--- src/rtl/cmult_pipe.sv ---
`default_nettype none
// ============================================================================
// Module      : cmult_pipe
// Description : Three-stage pipelined signed complex multiplier with optional
//               conjugation, rounding, saturation and overflow flagging.
// Revision    : 1.0
// ============================================================================
module cmult_pipe #(
    parameter int IN_W  = 16,
    parameter int W_W   = 16,
    parameter int OUT_W = 16,
    parameter int FRAC  = 8,
    parameter int ROUND = 1,
    parameter int SAT   = 1
) (
    input  logic                    clk,
    input  logic                    reset,
    input  logic                    in_valid,
    output logic                    in_ready,
    input  logic signed [IN_W-1:0]  in_r,
    input  logic signed [IN_W-1:0]  in_i,
    input  logic signed [W_W-1:0]   w_r,
    input  logic signed [W_W-1:0]   w_i,
    input  logic                    in_conj,
    output logic                    out_valid,
    input  logic                    out_ready,
    output logic signed [OUT_W-1:0] out_r,
    output logic signed [OUT_W-1:0] out_i,
    output logic                    out_ovf,
    output logic                    ovf_sticky
);

    localparam int c_pw = IN_W + W_W;
    // Two guard bits above the product width: one for the sum, one for the rounding add.
    localparam int c_sw = IN_W + W_W + 2;

    localparam logic signed [c_sw-1:0] c_rnd = (ROUND != 0) ? (c_sw'(1) << (FRAC - 1)) : c_sw'(0);
    localparam logic signed [c_sw-1:0] c_max = (c_sw'(1) << (OUT_W - 1)) - c_sw'(1);
    localparam logic signed [c_sw-1:0] c_min = -(c_sw'(1) << (OUT_W - 1));

    logic                   r_s1_valid;
    logic signed [IN_W-1:0] r_s1_ar;
    logic signed [IN_W-1:0] r_s1_ai;
    logic signed [W_W-1:0]  r_s1_br;
    logic signed [W_W-1:0]  r_s1_bi;
    logic                   r_s1_conj;

    logic                   r_s2_valid;
    logic signed [c_pw-1:0] r_s2_rr;
    logic signed [c_pw-1:0] r_s2_ii;
    logic signed [c_pw-1:0] r_s2_ri;
    logic signed [c_pw-1:0] r_s2_ir;
    logic                   r_s2_conj;

    logic                    r_out_valid;
    logic signed [OUT_W-1:0] r_out_r;
    logic signed [OUT_W-1:0] r_out_i;
    logic                    r_out_ovf;
    logic                    r_sticky;

    logic                    w_en;
    logic signed [c_sw-1:0]  w_sum_re;
    logic signed [c_sw-1:0]  w_sum_im;
    logic [OUT_W:0]          w_fit_re;
    logic [OUT_W:0]          w_fit_im;
    logic                    w_ovf;

    // Returns {overflow, value}: round, floor-shift, then clamp or wrap.
    function automatic logic [OUT_W:0] fit(input logic signed [c_sw-1:0] x);
        logic signed [c_sw-1:0] t;
        logic [OUT_W-1:0]       v;
        logic                   o;
        t = (x + c_rnd) >>> FRAC;
        o = (t > c_max) || (t < c_min);
        v = t[OUT_W-1:0];
        if (SAT != 0) begin
            if (t > c_max) begin
                v = c_max[OUT_W-1:0];
            end else if (t < c_min) begin
                v = c_min[OUT_W-1:0];
            end
        end
        return {o, v};
    endfunction

    assign w_en     = !r_out_valid || out_ready;
    assign in_ready = w_en;

    always_comb begin
        w_sum_re = '0;
        w_sum_im = '0;
        if (r_s2_conj) begin
            w_sum_re = c_sw'(r_s2_rr) + c_sw'(r_s2_ii);
            w_sum_im = c_sw'(r_s2_ir) - c_sw'(r_s2_ri);
        end else begin
            w_sum_re = c_sw'(r_s2_rr) - c_sw'(r_s2_ii);
            w_sum_im = c_sw'(r_s2_ri) + c_sw'(r_s2_ir);
        end
    end

    assign w_fit_re = fit(w_sum_re);
    assign w_fit_im = fit(w_sum_im);
    assign w_ovf    = w_fit_re[OUT_W] || w_fit_im[OUT_W];

    always_ff @(posedge clk) begin
        if (reset) begin
            r_s1_valid  <= 1'b0;
            r_s1_ar     <= '0;
            r_s1_ai     <= '0;
            r_s1_br     <= '0;
            r_s1_bi     <= '0;
            r_s1_conj   <= 1'b0;
            r_s2_valid  <= 1'b0;
            r_s2_rr     <= '0;
            r_s2_ii     <= '0;
            r_s2_ri     <= '0;
            r_s2_ir     <= '0;
            r_s2_conj   <= 1'b0;
            r_out_valid <= 1'b0;
            r_out_r     <= '0;
            r_out_i     <= '0;
            r_out_ovf   <= 1'b0;
            r_sticky    <= 1'b0;
        end else if (w_en) begin
            r_s1_valid <= in_valid;
            r_s1_ar    <= in_r;
            r_s1_ai    <= in_i;
            r_s1_br    <= w_r;
            r_s1_bi    <= w_i;
            r_s1_conj  <= in_conj;

            // Operands are widened first so the full product (incl. min*min) fits.
            r_s2_valid <= r_s1_valid;
            r_s2_rr    <= c_pw'(r_s1_ar) * c_pw'(r_s1_br);
            r_s2_ii    <= c_pw'(r_s1_ai) * c_pw'(r_s1_bi);
            r_s2_ri    <= c_pw'(r_s1_ar) * c_pw'(r_s1_bi);
            r_s2_ir    <= c_pw'(r_s1_ai) * c_pw'(r_s1_br);
            r_s2_conj  <= r_s1_conj;

            r_out_valid <= r_s2_valid;
            r_out_ovf   <= r_s2_valid && w_ovf;
            r_sticky    <= r_sticky || (r_s2_valid && w_ovf);
            if (r_s2_valid) begin
                r_out_r <= w_fit_re[OUT_W-1:0];
                r_out_i <= w_fit_im[OUT_W-1:0];
            end
        end
    end

    assign out_valid  = r_out_valid;
    assign out_r      = r_out_r;
    assign out_i      = r_out_i;
    assign out_ovf    = r_out_ovf;
    assign ovf_sticky = r_sticky;

endmodule
`default_nettype wire

--- config.mk ---
export PLATFORM = sky130hd
export DESIGN_NAME = cmult_pipe
export DESIGN_NICKNAME = d
export VERILOG_FILES = /design/src/rtl/cmult_pipe.sv
export SDC_FILE = /design/constraint.sdc
export NUM_CORES = 2
export LEC_CHECK = 0
export ABC_AREA = 1
export CORE_MARGIN = 4
export CORE_UTILIZATION = 60
export CTS_BUF_LIST = sky130_fd_sc_hd__clkbuf_2 sky130_fd_sc_hd__clkbuf_4 sky130_fd_sc_hd__clkbuf_8
export DETAILED_ROUTE_END_ITERATION = 7
export HOLD_SLACK_MARGIN = 0.1
export PLACE_DENSITY = 0.75
export SKIP_CTS_REPAIR_TIMING = 1
export SYNTH_ARGS = -nofsm -noshare
export SYNTH_HDL_FRONTEND = slang
export SYNTH_SLANG_ARGS = --single-unit
--- constraint.sdc ---
create_clock -name clk -period 10.66 [get_ports clk]
set_input_delay 1.599 -clock clk [delete_from_list [all_inputs] [get_ports clk]]
set_output_delay 1.599 -clock clk [all_outputs]
set_load 0.03 [all_outputs]
==> run_summary.xml <==
<?xml version="1.0" encoding="UTF-8"?>
<metrics>
  <group name="run_status">
    <metric name="outcome" unit="">finished, final reports clean</metric>
  </group>
  <group name="yosys">
    <metric name="yosys.area_share.xor_xnor" unit="">0.0309</metric>
    <metric name="post_synth_most_frequent_cells" unit="">sky130_fd_sc_hd__inv_1 (2103), sky130_fd_sc_hd__nand2_1 (1973), sky130_fd_sc_hd__fa_1 (1048), sky130_fd_sc_hd__ha_1 (394), sky130_fd_sc_hd__nor2_1 (378)</metric>
    <metric name="post_synth_mux_area_share" unit="">0</metric>
    <metric name="synth_top_area_frac" unit="">0.368</metric>
    <metric name="ys_ff_latch" unit="">231</metric>
    <metric name="post_synth_and_or_nand_nor_area_fraction" unit="">0.198</metric>
    <metric name="synthArstFlopShare" unit="">0</metric>
    <metric name="count_of_flip_flops_with_a_built_in_enable_after_synthesis" unit="">0</metric>
    <metric name="synthMostInstantiatedCell" unit="">sky130_fd_sc_hd__inv_1</metric>
    <metric name="post_synth.cell_area_avg" unit="um2">7.30</metric>
    <metric name="synth_fa_ha_area_frac" unit="">0.454</metric>
    <metric name="synth-seq-area-share" unit="">0.0811</metric>
    <metric name="synth_fp_nets" unit="">9321</metric>
    <metric name="ranking_of_synthesized_cells_by_area" unit="">sky130_fd_sc_hd__fa_1 (37%), sky130_fd_sc_hd__inv_1 (14%), sky130_fd_sc_hd__nand2_1 (13%)</metric>
    <metric name="yosys_most_used_dff" unit="">sky130_fd_sc_hd__dfxtp_1</metric>
    <metric name="synth.cell_area" unit="um2">57000</metric>
    <metric name="syn_inst" unit="">7810</metric>
    <metric name="post-synth-top-area-cell" unit="">sky130_fd_sc_hd__fa_1</metric>
    <metric name="synth-compound-area-share" unit="">0.0746</metric>
    <metric name="ys_types" unit="">53</metric>
    <metric name="yosys_warnings" unit="">0</metric>
    <metric name="synth_top_family_by_area" unit="">adder cells</metric>
  </group>
  <group name="worst_setup_path">
    <metric name="cp-endpoint" unit="">r_s2_ir[29]</metric>
    <metric name="cp-startpoint" unit="">r_s1_br[1]</metric>
    <metric name="crit-reg2reg-capture" unit="">r_s2_ir[29]</metric>
    <metric name="cp-start-kind" unit="">flip-flop</metric>
    <metric name="crit_required" unit="ps">11300</metric>
    <metric name="critPathSlowestCell" unit="">sky130_fd_sc_hd__dfxtp_1</metric>
    <metric name="reg2regPathDepth" unit="">30</metric>
    <metric name="crit_path_max_incr_delay" unit="ps">790</metric>
    <metric name="origin_of_the_critical_flop_to_flop_path" unit="">r_s1_br[1]</metric>
    <metric name="r2r_setup_slk" unit="ps">3460</metric>
    <metric name="criticalPathCategory" unit="">reg2reg</metric>
    <metric name="timing.critical_path.arrival" unit="ps">7830</metric>
    <metric name="cp-end-kind" unit="">flip-flop</metric>
    <metric name="worst-path-max-fanout" unit="">17</metric>
  </group>
  <group name="sta">
    <metric name="worst_setup_skew_after_layout" unit="ps">34.6</metric>
    <metric name="period_share" unit="">0.675</metric>
    <metric name="fin_crit" unit="ps">7200</metric>
    <metric name="final_report_hold_violation_count" unit="">0</metric>
    <metric name="grt_setup_unrepaired" unit="">false</metric>
    <metric name="setup_violations" unit="">0</metric>
    <metric name="slew_viol_final" unit="">0</metric>
    <metric name="final_layout_setup_total_negative_slack" unit="ps">0</metric>
    <metric name="slew_at_the_pin_closest_to_its_max_slew_limit" unit="ps">1190</metric>
    <metric name="timing.max_slew.rel_slack" unit="">0.205</metric>
    <metric name="timing.fmax" unit="MHz">139</metric>
  </group>
  <group name="clocking">
    <metric name="cts_max_path_buffers" unit="">3</metric>
    <metric name="htreeDepth" unit="">2</metric>
    <metric name="cts_tree" unit="">built</metric>
    <metric name="cts_made_buffers" unit="">48</metric>
    <metric name="worst_setup_hold_path_clk_slew" unit="ps">70</metric>
    <metric name="clock_sinks" unit="">231</metric>
    <metric name="clk_latency" unit="ps">740</metric>
    <metric name="clockRootBuffer" unit="">sky130_fd_sc_hd__clkbuf_8</metric>
  </group>
  <group name="place">
    <metric name="port_buffers" unit="">104</metric>
    <metric name="placement.cell_area" unit="um2">59000</metric>
    <metric name="dpl.hpwl" unit="um">131000</metric>
    <metric name="globalplace.congestion" unit="">0.949</metric>
  </group>
  <group name="power">
    <metric name="power_density" unit="nW/um2">228</metric>
    <metric name="sequentialPowerShare" unit="">0.100</metric>
    <metric name="vdd_ir_max" unit="mV">0.226</metric>
    <metric name="power_switching_share" unit="">0.603</metric>
    <metric name="switchingPower" unit="mW">8.29</metric>
    <metric name="finalPower" unit="mW">13.7</metric>
    <metric name="share_clk_of_total_power" unit="">0.089</metric>
    <metric name="pwr-share-comb" unit="">0.811</metric>
    <metric name="power.static_leakage" unit="nW">33.0</metric>
    <metric name="intPower" unit="mW">5.45</metric>
  </group>
  <group name="final_layout">
    <metric name="num-nets-final" unit="">9237</metric>
    <metric name="fraction_of_final_layout_cells_with_drive_strength_greater_than_1" unit="">0.0435</metric>
    <metric name="layout_stage_area_growth_over_the_synthesis_result" unit="%">5.55</metric>
    <metric name="final_cell_area" unit="um2">60200</metric>
  </group>
  <group name="global_route">
    <metric name="grt_max_degree" unit="">139</metric>
    <metric name="first_global_vias" unit="">50500</metric>
    <metric name="grt-ovfl-total" unit="">0</metric>
    <metric name="globalRouteTotalUtil" unit="">0.340</metric>
    <metric name="grt_pass1_wl" unit="um">268000</metric>
    <metric name="antenna_violations_before_repair" unit="">4</metric>
  </group>
  <group name="floorplanning">
    <metric name="boundaryPins" unit="">105</metric>
    <metric name="design.core.area" unit="um2">93700</metric>
    <metric name="std_cell_rows" unit="">112</metric>
    <metric name="initial_utilization" unit="">0.608</metric>
    <metric name="design.die.area" unit="um2">100000</metric>
    <metric name="chipHeight" unit="um">316</metric>
    <metric name="die_width" unit="um">316</metric>
  </group>
  <group name="drt">
    <metric name="drt_iter0_markers" unit="">3679</metric>
    <metric name="wirelength" unit="um">163000</metric>
    <metric name="uppermost_routed_layer" unit="">met5</metric>
    <metric name="routed-via-count" unit="">48300</metric>
    <metric name="drc_errors" unit="">0</metric>
    <metric name="detail_route.wl_per_cell" unit="um">18.1</metric>
    <metric name="met2RoutedLength" unit="um">77500</metric>
    <metric name="detail-route-antenna-nets" unit="">0</metric>
    <metric name="post_drt_via_cell_ratio" unit="">5.35</metric>
    <metric name="dr_wl_met3" unit="um">12400</metric>
    <metric name="dr.pass1.iters" unit="">6</metric>
    <metric name="detail_route.wirelength.met1" unit="um">66200</metric>
  </group>
  <group name="hold_path">
    <metric name="timing.hold.worst.class" unit="">reg2reg</metric>
  </group>
  <group name="run">
    <metric name="cap_violations" unit="">0</metric>
  </group>
</metrics>
layout make-up:
cell class	instances	area (um2)
antenna	3	7.51
clock buffer	62	816
clock inverter	24	355
fill	8430	33500
inverter	2136	8030
multi-input combinational	5133	43200
sequential	231	4620
tap	1254	1570
timing repair buffer	176	1590
flip-flops by register name, summed over array words and instances (netlist names), 16 cells and up:
register and count:
out_i 16, r_s2_ri 32, r_s1_br 16, r_s2_ir 32
r_s2_ii 32, r_s2_rr 32, out_r 16, r_s1_ar 16
r_s1_ai 16, r_s1_bi 16
routing by layer:
metal | vias to the layer above | global-route usage
met1 | 23500 | 0.443
met4 | 2 | 0.137
met3 | 417 | 0.0537
met2 | 1777 | 0.571
li1 | 22600 | -
met5 | - | 0
placed cells by master (no fill, tap or decap), types with 9 or more instances in the layout:
cell,instances
sky130_fd_sc_hd__clkbuf_8,56
sky130_fd_sc_hd__nand4_1,62
sky130_fd_sc_hd__a21oi_1,230
sky130_fd_sc_hd__nor2_2,38
sky130_fd_sc_hd__dfxtp_1,231
sky130_fd_sc_hd__o21bai_1,74
sky130_fd_sc_hd__clkinv_2,9
sky130_fd_sc_hd__o21a_1,11
sky130_fd_sc_hd__ha_1,394
sky130_fd_sc_hd__nor3_1,25
sky130_fd_sc_hd__a21oi_2,23
sky130_fd_sc_hd__clkinv_1,9
sky130_fd_sc_hd__xor2_1,113
sky130_fd_sc_hd__and2_1,9
sky130_fd_sc_hd__nand3_2,10
sky130_fd_sc_hd__nor2_4,18
sky130_fd_sc_hd__nand2_2,45
sky130_fd_sc_hd__fa_1,1048
sky130_fd_sc_hd__o221ai_1,12
sky130_fd_sc_hd__a31oi_1,26
sky130_fd_sc_hd__nor2_1,376
sky130_fd_sc_hd__a21boi_0,14
sky130_fd_sc_hd__xnor2_1,88
sky130_fd_sc_hd__o21ai_0,276
sky130_fd_sc_hd__o211ai_1,28
sky130_fd_sc_hd__buf_4,71
sky130_fd_sc_hd__clkdlybuf4s50_1,104
sky130_fd_sc_hd__or2_2,13
sky130_fd_sc_hd__inv_2,22
sky130_fd_sc_hd__inv_1,2102
sky130_fd_sc_hd__nand3_1,168
sky130_fd_sc_hd__nand2_1,1973
per-stage QoR:
stage | setup WS [ps] | utilization | hold slack [ps] | cells
2_1_floorplan | 4580 | - | 436 | 7810
3_3_place_gp | 3630 | 0.630 | 441 | 8930
3_5_place_dp | 3580 | 0.630 | 449 | 8930
4_1_cts | 3560 | 0.642 | 458 | 9016
5_1_grt | 3060 | 0.642 | 491 | 9017
6_report | 3460 | 0.642 | 452 | 9019
power groups by stage:
| stage | Clock, mW | Combinational [mW] | Sequential (mW) |
|---|---|---|---|
| after detailed placement | 0 | 11.0 | 1.37 |
| after CTS | 1.25 | 11.0 | 1.36 |
| after global routing | 1.28 | 12.5 | 1.38 |
| after global placement | 0 | 10.9 | 1.38 |
| after floorplan | 0 | 7.83 | 1.24 |
| final | 1.22 | 11.2 | 1.37 |
worst min path at each step:
stage / startpoint / slack (ps) / cells after the start / to
CTS: ovf_sticky / 460 / 2 / ovf_sticky
detailed placement: ovf_sticky / 450 / 2 / ovf_sticky
floorplan: r_s2_ir[0] / 440 / 2 / r_s2_ir[0]
global placement: ovf_sticky / 440 / 2 / ovf_sticky
finish: ovf_sticky / 450 / 2 / ovf_sticky
global route: r_s2_ir[0] / 490 / 2 / r_s2_ir[0]
cell families (layout without fill, tap and decap cells):
group,after synthesis,in the layout
adders and majority gates,1442,1442
DFF,231,231
xor gates and xnor gates,201,201
and+or+nand+nor,2758,2758
buffers and inverters,2446,2398
other,0,3
AOI/OAI and AO/OA,732,732
worst max-delay path: cells and delay by family (launching register included):
kind,cells,cell delay [ps]
AOI/OAI and AO/OA,5,1330
adders and majority gates,7,3380
buffers and inverters,9,840
DFF,1,790
and+or+nand+nor,9,740
Note: power is estimated with default switching activity, not from simulation.
